--- src/rtl/mul_iq_pkg.sv ---
// rtl/mul_iq_pkg.sv - shared sizes, entry layout and FSM states for the multiply issue queue
package mul_iq_pkg;
   localparam int IQ_DEPTH = 4;
   localparam int IQ_TAG_W = 4;
   localparam int IQ_XLEN  = 32;
   localparam int IQ_AGE_W = $clog2(IQ_DEPTH) + 1;

   typedef enum logic [1:0] {IQ_IDLE, IQ_BUSY, IQ_DRAIN} iq_state_e;

   typedef struct packed {
      logic                rdy;
      logic [IQ_TAG_W-1:0] tag;
      logic [IQ_XLEN-1:0]  val;
   } opnd_t;

   typedef struct packed {
      logic                valid;
      logic [IQ_XLEN-1:0]  pc;
      logic [31:0]         inst;
      logic [IQ_TAG_W-1:0] tag;
      opnd_t               rs1;
      opnd_t               rs2;
      logic [IQ_AGE_W-1:0] age;
   } entry_t;

   // Capture a broadcast result into an operand still waiting on that producer tag.
   function automatic opnd_t wake(input opnd_t o, input logic cdb_valid,
                                  input logic [IQ_TAG_W-1:0] cdb_tag,
                                  input logic [IQ_XLEN-1:0] cdb_value);
      opnd_t r;
      r = o;
      if (!o.rdy && cdb_valid && (o.tag == cdb_tag)) begin
         r.rdy = 1'b1;
         r.val = cdb_value;
      end
      return r;
   endfunction
endpackage

--- src/rtl/mul_iq_oldest_sel.sv ---
// rtl/mul_iq_oldest_sel.sv - combinational oldest-ready picker, one-hot grant
module mul_iq_oldest_sel #(
   parameter int DEPTH = 4,
   parameter int AGE_W = 3
) (
   input  logic [DEPTH-1:0]            ready_i,
   input  logic [DEPTH-1:0][AGE_W-1:0] age_i,
   output logic [DEPTH-1:0]            grant_o,
   output logic                        any_o
);
   // Ages are distinct ranks among live entries, so exactly one ready entry survives.
   always_comb begin
      grant_o = '0;
      for (int i = 0; i < DEPTH; i++) begin
         grant_o[i] = ready_i[i];
         for (int j = 0; j < DEPTH; j++) begin
            if ((j != i) && ready_i[j] && (age_i[j] > age_i[i])) grant_o[i] = 1'b0;
         end
      end
   end

   assign any_o = |ready_i;
endmodule

--- src/rtl/mul_issue_queue.sv ---
// rtl/mul_issue_queue.sv - multiply issue queue: buffers ops, wakes operands off the CDB,
// issues the oldest ready op to mul and tags its writeback.
module mul_issue_queue
   import mul_iq_pkg::*;
#(
   parameter int DEPTH = IQ_DEPTH,
   parameter int TAG_W = IQ_TAG_W,
   parameter int XLEN  = IQ_XLEN
) (
   input  logic             clk_i,
   input  logic             reset_i,
   input  logic             flush_i,
   input  logic             dispatch_valid_i,
   output logic             dispatch_ready_o,
   input  logic [XLEN-1:0]  dispatch_pc_i,
   input  logic [31:0]      dispatch_inst_i,
   input  logic [TAG_W-1:0] dispatch_tag_i,
   input  logic             rs1_ready_i,
   input  logic [TAG_W-1:0] rs1_tag_i,
   input  logic [XLEN-1:0]  rs1_value_i,
   input  logic             rs2_ready_i,
   input  logic [TAG_W-1:0] rs2_tag_i,
   input  logic [XLEN-1:0]  rs2_value_i,
   input  logic             cdb_valid_i,
   input  logic [TAG_W-1:0] cdb_tag_i,
   input  logic [XLEN-1:0]  cdb_value_i,
   output logic             mul_request_o,
   output logic [XLEN-1:0]  mul_pc_o,
   output logic [31:0]      mul_inst_o,
   output logic [XLEN-1:0]  mul_rs1_value_o,
   output logic [XLEN-1:0]  mul_rs2_value_o,
   input  logic             writeback_valid_i,
   input  logic [XLEN-1:0]  writeback_value_i,
   output logic             result_valid_o,
   output logic [TAG_W-1:0] result_tag_o,
   output logic [XLEN-1:0]  result_value_o
);
   localparam int CNT_W = $clog2(DEPTH) + 1;

   entry_t [DEPTH-1:0]  ent_q, ent_d;
   logic [CNT_W-1:0]    count_q, count_d;
   iq_state_e           state_q, state_d;
   logic [TAG_W-1:0]    inflight_tag_q, inflight_tag_d;
   logic                result_valid_q, result_valid_d;
   logic [TAG_W-1:0]    result_tag_q, result_tag_d;
   logic [XLEN-1:0]     result_value_q, result_value_d;

   logic [DEPTH-1:0]               rdy_vec, grant, free_oh;
   logic [DEPTH-1:0][IQ_AGE_W-1:0] age_vec;
   logic                           any_rdy, issue, deliver, accept;
   logic [XLEN-1:0]                sel_pc, sel_rs1, sel_rs2;
   logic [31:0]                    sel_inst;
   logic [TAG_W-1:0]               sel_tag;
   logic [IQ_AGE_W-1:0]            sel_age;

   always_comb begin
      for (int i = 0; i < DEPTH; i++) begin
         rdy_vec[i] = ent_q[i].valid && ent_q[i].rs1.rdy && ent_q[i].rs2.rdy;
         age_vec[i] = ent_q[i].age;
      end
   end

   mul_iq_oldest_sel #(.DEPTH(DEPTH), .AGE_W(IQ_AGE_W)) u_sel (
      .ready_i (rdy_vec),
      .age_i   (age_vec),
      .grant_o (grant),
      .any_o   (any_rdy)
   );

   always_comb begin
      sel_pc   = '0;
      sel_inst = '0;
      sel_rs1  = '0;
      sel_rs2  = '0;
      sel_tag  = '0;
      sel_age  = '0;
      for (int i = 0; i < DEPTH; i++) begin
         if (grant[i]) begin
            sel_pc   = ent_q[i].pc;
            sel_inst = ent_q[i].inst;
            sel_rs1  = ent_q[i].rs1.val;
            sel_rs2  = ent_q[i].rs2.val;
            sel_tag  = ent_q[i].tag;
            sel_age  = ent_q[i].age;
         end
      end
   end

   always_comb begin
      logic found;
      found   = 1'b0;
      free_oh = '0;
      for (int i = 0; i < DEPTH; i++) begin
         if (!ent_q[i].valid && !found) begin
            free_oh[i] = 1'b1;
            found      = 1'b1;
         end
      end
   end

   assign dispatch_ready_o = (count_q < CNT_W'(DEPTH)) && (state_q != IQ_DRAIN);
   assign accept           = dispatch_valid_i && dispatch_ready_o && !flush_i;

   always_comb begin
      state_d = state_q;
      case (state_q)
         IQ_IDLE:  if (any_rdy && !flush_i) state_d = IQ_BUSY;
         IQ_BUSY:  if (writeback_valid_i) state_d = IQ_IDLE;
                   else if (flush_i)      state_d = IQ_DRAIN;
         IQ_DRAIN: if (writeback_valid_i) state_d = IQ_IDLE;
         default:  state_d = IQ_IDLE;
      endcase
   end

   always_comb begin
      issue   = (state_q == IQ_IDLE) && any_rdy && !flush_i;
      deliver = (state_q == IQ_BUSY) && writeback_valid_i && !flush_i;
   end

   assign mul_request_o   = issue;
   assign mul_pc_o        = issue ? sel_pc   : '0;
   assign mul_inst_o      = issue ? sel_inst : '0;
   assign mul_rs1_value_o = issue ? sel_rs1  : '0;
   assign mul_rs2_value_o = issue ? sel_rs2  : '0;

   // Age is a rank: number of younger live entries; oldest holds the largest value.
   always_comb begin
      ent_d = ent_q;
      for (int i = 0; i < DEPTH; i++) begin
         ent_d[i].rs1 = wake(ent_q[i].rs1, cdb_valid_i, cdb_tag_i, cdb_value_i);
         ent_d[i].rs2 = wake(ent_q[i].rs2, cdb_valid_i, cdb_tag_i, cdb_value_i);
         if (accept) ent_d[i].age = ent_d[i].age + IQ_AGE_W'(1);
         if (issue && (ent_q[i].age > sel_age)) ent_d[i].age = ent_d[i].age - IQ_AGE_W'(1);
         if (issue && grant[i]) ent_d[i].valid = 1'b0;
         if (accept && free_oh[i]) begin
            ent_d[i].valid = 1'b1;
            ent_d[i].pc    = dispatch_pc_i;
            ent_d[i].inst  = dispatch_inst_i;
            ent_d[i].tag   = dispatch_tag_i;
            ent_d[i].rs1   = wake('{rdy: rs1_ready_i, tag: rs1_tag_i, val: rs1_value_i},
                                  cdb_valid_i, cdb_tag_i, cdb_value_i);
            ent_d[i].rs2   = wake('{rdy: rs2_ready_i, tag: rs2_tag_i, val: rs2_value_i},
                                  cdb_valid_i, cdb_tag_i, cdb_value_i);
            ent_d[i].age   = '0;
         end
         if (flush_i) ent_d[i].valid = 1'b0;
      end
   end

   always_comb begin
      count_d        = flush_i ? '0 : count_q + CNT_W'(accept) - CNT_W'(issue);
      inflight_tag_d = issue ? sel_tag : inflight_tag_q;
      result_valid_d = deliver;
      result_tag_d   = deliver ? inflight_tag_q : '0;
      result_value_d = deliver ? writeback_value_i : '0;
   end

   always_ff @(posedge clk_i or negedge reset_i) begin
      if (!reset_i) begin
         ent_q          <= '0;
         count_q        <= '0;
         state_q        <= IQ_IDLE;
         inflight_tag_q <= '0;
         result_valid_q <= 1'b0;
         result_tag_q   <= '0;
         result_value_q <= '0;
      end else begin
         ent_q          <= ent_d;
         count_q        <= count_d;
         state_q        <= state_d;
         inflight_tag_q <= inflight_tag_d;
         result_valid_q <= result_valid_d;
         result_tag_q   <= result_tag_d;
         result_value_q <= result_value_d;
      end
   end

   assign result_valid_o = result_valid_q;
   assign result_tag_o   = result_tag_q;
   assign result_value_o = result_value_q;
endmodule

--- config.mk ---
export PLATFORM = sky130hd
export DESIGN_NAME = mul_issue_queue
export DESIGN_NICKNAME = d
export VERILOG_FILES = /design/src/rtl/mul_iq_pkg.sv /design/src/rtl/mul_iq_oldest_sel.sv /design/src/rtl/mul_issue_queue.sv
export SDC_FILE = /design/constraint.sdc
export NUM_CORES = 2
export LEC_CHECK = 0
export CAP_MARGIN = 40
export CORE_MARGIN = 2
export CORE_UTILIZATION = 39
export CTS_CLUSTER_DIAMETER = 150
export DETAILED_ROUTE_END_ITERATION = 8
export GPL_ROUTABILITY_DRIVEN = 0
export GPL_TIMING_DRIVEN = 0
export SLEW_MARGIN = 25
export SYNTH_ARGS = -nofsm -noshare
export SYNTH_HDL_FRONTEND = slang
export SYNTH_SLANG_ARGS = --single-unit
--- constraint.sdc ---
create_clock -name clk_i -period 3.6 [get_ports clk_i]
set_input_delay 0.72 -clock clk_i [delete_from_list [all_inputs] [get_ports clk_i]]
set_output_delay 0.72 -clock clk_i [all_outputs]
set_load 0.02 [all_outputs]
# == After elaboration in Yosys (flattened, before gate mapping) ==
# Cells that the tools add are included.
# W data, S select, Z words.
# classes
mux,94
reduce_logical,94
n_lt_le_gt_ge,17
eq_ne,16
n_addsub,10
# op_table
op,n
$mux W32,31
$mux W146,4
$logic_and A1 B1 Y1,63
$gt A3 B3 Y1,16
$eq A4 B4 Y1,10
$mux W3,13
$mux W1,36
$mux W4,5
$logic_not A1 Y1,16
$reduce_bool A2 Y1,8
$add A3 B1 Y3 const B,4
$reduce_bool A3 Y1,4
$sub A3 B1 Y3 const B,4
$mux W2,4
$ne A2 B2 Y1 const B,3
$pmux W2 S3,1
$reduce_or A4 Y1,1
$add A3 B1 Y3,1
$lt A3 B3 Y1 const B,1
$ne A3 B3 Y1 const B,1
$reduce_and A3 Y1,1
$sub A3 B1 Y3,1
$eq A2 B1 Y1 const B,1
$eq A2 B2 Y1 const B,1
$logic_not A2 Y1,1
# totals
word_cells,281
reg_bits,630
output_inout_bits,167
input_bits,216

# == Logic depth before layout (Yosys ltp) ==
# depth
word_depth,15
depth_mapped,20
depth_no_buf,18

# == Cells and area by module ==
# From an unflattened synthesis, not the netlist that was laid out.
# unflattened
cells_unflattened,3420
hier_area_um2,32023.2
# by_module_without_submodules
mod,cells_per_inst,area_per_inst_um2,n_inst,seq_area_each_um2
mul_issue_queue,3353,31509.0,1,15765.1
mul_iq_oldest_sel,67,514.2,1,0.0

# == Worst setup path before layout ==
# Ideal clock, no wire load.
# synth_timing
kind,reg2reg
startpoint,"reg ent_q, in the netlist age_vec[2]"
endpoint,"reg ent_q, in the netlist age_vec[4]"
stages_incl_launch_ff,19
synth_period_minus_slack_ps,3943
setup_slack_ps,-343
path_buffers,2
t_required_ps,3528
arrival_ps,3871
setup_ps,72
path_cell_list,dfrtp_1 -> inv_1 -> ha_1 -> nor2b_1 -> a221oi_2 -> o32a_1 -> nand3_1 -> nor2_1 -> buf_2 -> buf_2 -> a22oi_1 -> a21oi_1 -> a21oi_1 -> ha_1 -> nand2_1 -> o311a_2 -> o31ai_2 -> mux2_1 -> nor2_1
# synth_rtl
item,line_no,source
start: declaration,mul_issue_queue.sv:40,"entry_t [DEPTH-1:0] ent_q, ent_d;"
start signal: assignment,mul_issue_queue.sv:168,ent_q <= ent_d;

# == Worst setup path in the final report ==
# layout_timing
startpoint,"reg ent_q, in the netlist age_vec[2]"
endpoint,out mul_rs2_value_o[0]
# layout_between
elab_chain_cells,10
word_cells_on_any_way,29
classes_between,order compare (6); mux (17); reduce/logical (6)
# layout_lines
item,line_no,source
$gt A3 B3 Y1,mul_iq_oldest_sel.sv:17,if ((j != i) && ready_i[j] && (age_i[j] > age_i[i])) grant_o[i] = 1'b0;
$logic_and A1 B1 Y1,mul_iq_oldest_sel.sv:17,
$mux W1 (3 in series),mul_iq_oldest_sel.sv:17,
$mux W32 (3 in series),mul_issue_queue.sv:78,if (grant[i]) begin
$mux W32 (*),mul_issue_queue.sv:78,
$mux W32 (*),mul_issue_queue.sv:124,assign mul_rs2_value_o = issue ? sel_rs2 : '0;
end: declaration,mul_issue_queue.sv:31,"output logic [XLEN-1:0] mul_rs2_value_o,"
# Mark *: on every way between the ends. The rest lies on a longest branch, timed or not.

==> results by group <==
Run status
  – Run status: complete, but fails checks
  – Failing checks: setup timing

STA
  – Slew Viols, Final: 0
  – F_max: ~240 MHz
  – Unrepaired setup endpoints after global routing: true
  – Fin crit period: between 4 and 5 ns
  – Post-route clock skew: about 0.027 ns
  – Max_slew headroom: between 30 and 40%
  – Hold slack final: approximately 0.072 ns
  – Actual slew at the worst max-slew pin: 0.911 ns
  – Tcrit/Tclk final: 116%
  – Final number of hold-violating endpoints: 0
  – Final worst slack: -0.576 ns
  – Final setup fails: between 100 and 150

Critical path
  – R2R cell count: 19
  – Worst r2r dst: age_vec[4]
  – CP Max Fanout: 10
  – Critical Path RT: about 2.9 ns
  – Setup crit end kind: primary output
  – Arr. time, crit path: roughly 3.5 ns
  – Nature of the critical path startpoint: flop
  – Worst R2R Setup Slack: -0.41 ns
  – Critical path class: reg -> out
  – Reg2Reg Launch Point: age_vec[1]

Floorplanning
  – Die W: around 280 µm
  – Core Box Area: approximately 76000 µm²
  – Chip Height: between 200 and 300 µm
  – I/O pin total: roughly 380
  – Starting Density: 39.4%
  – Total Die Area: slightly below 80000 µm²
  – Row cnt: 101

Layout
  – Ratio of cells with drive above 1 in the final layout: between 15 and 20%
  – Filler cells: 7106
  – Area delta synth->final: 33.1%
  – Register area: approximately 16000 µm²
  – Final non-filler cell total: 5106
  – Design area: between 30000 and 40000 µm²
  – Nets: around 4300
  – Area of the multi-input gates: 13900 µm²

Clock tree
  – Worst-Skew Late Latency: about 0.63 ns
  – Clock-pin slew on the worst setup and hold paths: 0.05 ns
  – CTS Sinks: 630
  – CTS buffer count: 74
  – CTS Buffer Depth: 3
  – CTS root buffer: clkbuf_16
  – CTS tree: yes
  – H-tree depth: 3

Routing
  – First-pass DRT Iterations: 6
  – DRC violations left: 0
  – Final ANT Viol Nets: 0
  – Vias per inst: ~5.6
  – Initial DRC Count: between 2000 and 3000
  – Total wire length: ~110 mm
  – Wire per inst: 22.0 µm
  – Vias: 28500

GRT
  – Vias in the first global route: roughly 27000
  – Largest net degree at the start of global routing: 90
  – Initial antenna violation count: 16
  – First-pass GRT wire length: ~170 mm
  – Total gr overflow: 0
  – Gr usage total: ~28%

Synth
  – Mapped cell area: ~30000 µm²
  – Count leader, synth: nand2_1
  – Post-Syn Instances: around 3500
  – Register area share after synthesis: 52.7%
  – Syn Area/Cell: ~8.5 µm²
  – Fraction of registers with async set/reset: 100%
  – Area leader, netlist: dfrtp_1
  – EDFF count, synth: 0
  – Syn Nets: around 3800
  – Flops & latches, synth: 630
  – Warnings from Yosys: 0
  – Synth top area share: around 53%
  – Synth area leaders: dfrtp_1, nand2_1, nor2_1
  – Post-synth top cells: nand2_1, nor2_1, dfrtp_1, o22ai_1, clkbuf_1
  – Top_reg_cell synth: dfrtp_1
  – Library cells used by synthesis: between 60 and 70

Place
  – DP HPWL: 75.1 mm
  – PortBufs: ~350
  – Post-Place Cells: around 4900
  – DP Worst Slack: -1.63 ns
  – Placed inst area: about 35000 µm²

Power and ir drop
  – Total power draw: approximately 26 mW
  – P per Cell Area: ~660 nW/µm²
  – Leakage: between 15 and 20 nW
  – Max IR drop VDD: approximately 350 µV

Min path
  – Min-delay worst type: in -> async

Job
  – Max-cap violations: 0
==> critical path, stage by stage, from the launching register on <==
cell      delay (ns)
dfrtp_2         0.44
inv_2           0.09
ha_4            0.21
nor2b_4         0.13
a221oi_4        0.28
o32a_1          0.23
nand3_2         0.14
nor2_4          0.18
buf_12          0.14
buf_16          0.16
buf_12          0.15
a22oi_1         0.07
a21oi_1         0.18
a22o_1          0.27
buf_6           0.15
==> placed cells by master (no fill, tap or decap), types with 8 or more instances in the layout <==
cell | synthesis | final
nand3_1 | 20 | 16
inv_1 | 35 | 30
a21oi_2 | 2 | 72
or2_2 | 8 | 8
clkbuf_4 | 0 | 19
a22o_1 | 128 | 119
buf_4 | 1 | 58
buf_8 | 0 | 11
dfrtp_2 | 0 | 9
xnor2_1 | 20 | 20
nor2_2 | 0 | 26
dfrtp_1 | 630 | 621
o22ai_1 | 263 | 263
clkbuf_8 | 0 | 31
buf_6 | 3 | 117
clkbuf_1 | 218 | 158
buf_12 | 0 | 21
a22oi_1 | 134 | 79
a21oi_1 | 150 | 75
and3_1 | 15 | 15
ha_4 | 0 | 11
nor3_1 | 13 | 8
clkdlybuf4s50_1 | 0 | 219
and2_1 | 36 | 36
a22o_4 | 0 | 8
buf_16 | 0 | 8
ha_1 | 36 | 25
nand2_1 | 938 | 937
o211ai_1 | 9 | 9
clkbuf_16 | 0 | 90
a22oi_2 | 0 | 55
buf_2 | 56 | 61
o21ai_0 | 29 | 26
xor2_1 | 13 | 13
nor2_1 | 684 | 651
clkbuf_2 | 0 | 14
mux2i_1 | 8 | 8
==> routing by layer <==
layer  part of all wire [%]  routed length [µm]  track usage [%]  vias to the layer above
li1                       -                   -                -                    12900
met2                     46               51500             43.3                     1205
met3                    8.4                9450             5.98                      268
met5                   0.12                 135                0                        -
met1                     42               47100             37.5                    14100
met4                    3.5                3890             9.64                       24
==> repair_timing <==
action                                  4_1_cts  5_1_grt
hold endpoints to repair                      0        0
setup buffers                                22       22
hold buffers                                  0        0
resized for setup                           952      288
pin swaps                                   138      110
gates cloned                                  1       10
endpoints found under the setup margin      211      377
==> sequential cells by signal, summed over array words and instances (netlist names) <==
register,flops
result_value_o,32
age_vec,12
state_q,2
result_valid_o,1
ent_q,572
inflight_tag_q,4
result_tag_o,4
count_q,3
==> metrics by stage <==
step	utilization [%]	setup TNS (ns)
after CTS	50.9	-59.54
after global placement	45.8	-
after floorplan	-	0
final	52.5	-56.24
after global routing	52.4	-68.77
after detailed placement	46.2	-378.81
==> area by class of cell <==
| class | count | area share [%] |
|---|---|---|
| Inverter | 35 | 0.336 |
| Clock buffer | 116 | 5.60 |
| Sequential cell | 630 | 39.6 |
| Clock inverter | 9 | 0.220 |
| Tap cell | 1030 | 3.23 |
| Timing Repair Buffer | 415 | 11.2 |
| Buffer | 285 | 4.82 |
| Antenna cell | 6 | 0.0377 |
| Multi-Input combinational cell | 2580 | 35.0 |
==> worst max path at each step <==
stage / startpoint / end
detailed placement: flush_i / mul_rs1_value_o[0]
global placement: reset_i / age_vec[11]
global route: age_vec[2] / mul_rs2_value_o[0]
CTS: age_vec[2] / mul_rs2_value_o[0]
floorplan: age_vec[8] / age_vec[4]
finish: age_vec[2] / mul_rs2_value_o[0]
==> power breakdown <==
group | internal [mW] | switching, mW
Combinational | 3.30 | 4.19
Sequential | 9.67 | 1.64
Clock | 4.30 | 3.00
==> cells by family (layout without fill, tap and decap cells) <==
group                    Yosys count  count (layout)  synth area share (%)
AO/OA/AOI/OAI                    746             746                  17.0
multiplexers                      11              11                 0.380
adder cells (fa/ha/maj)           37              37                  1.57
buffers and inverters            320             860                  4.34
XOR/XNOR                          33              33                 0.966
flip-flops                       630             630                  52.7
AND/OR/NAND/NOR                 1753            1753                  23.1
other                              0               6                     0
Note: power is estimated with default switching activity, not from simulation.
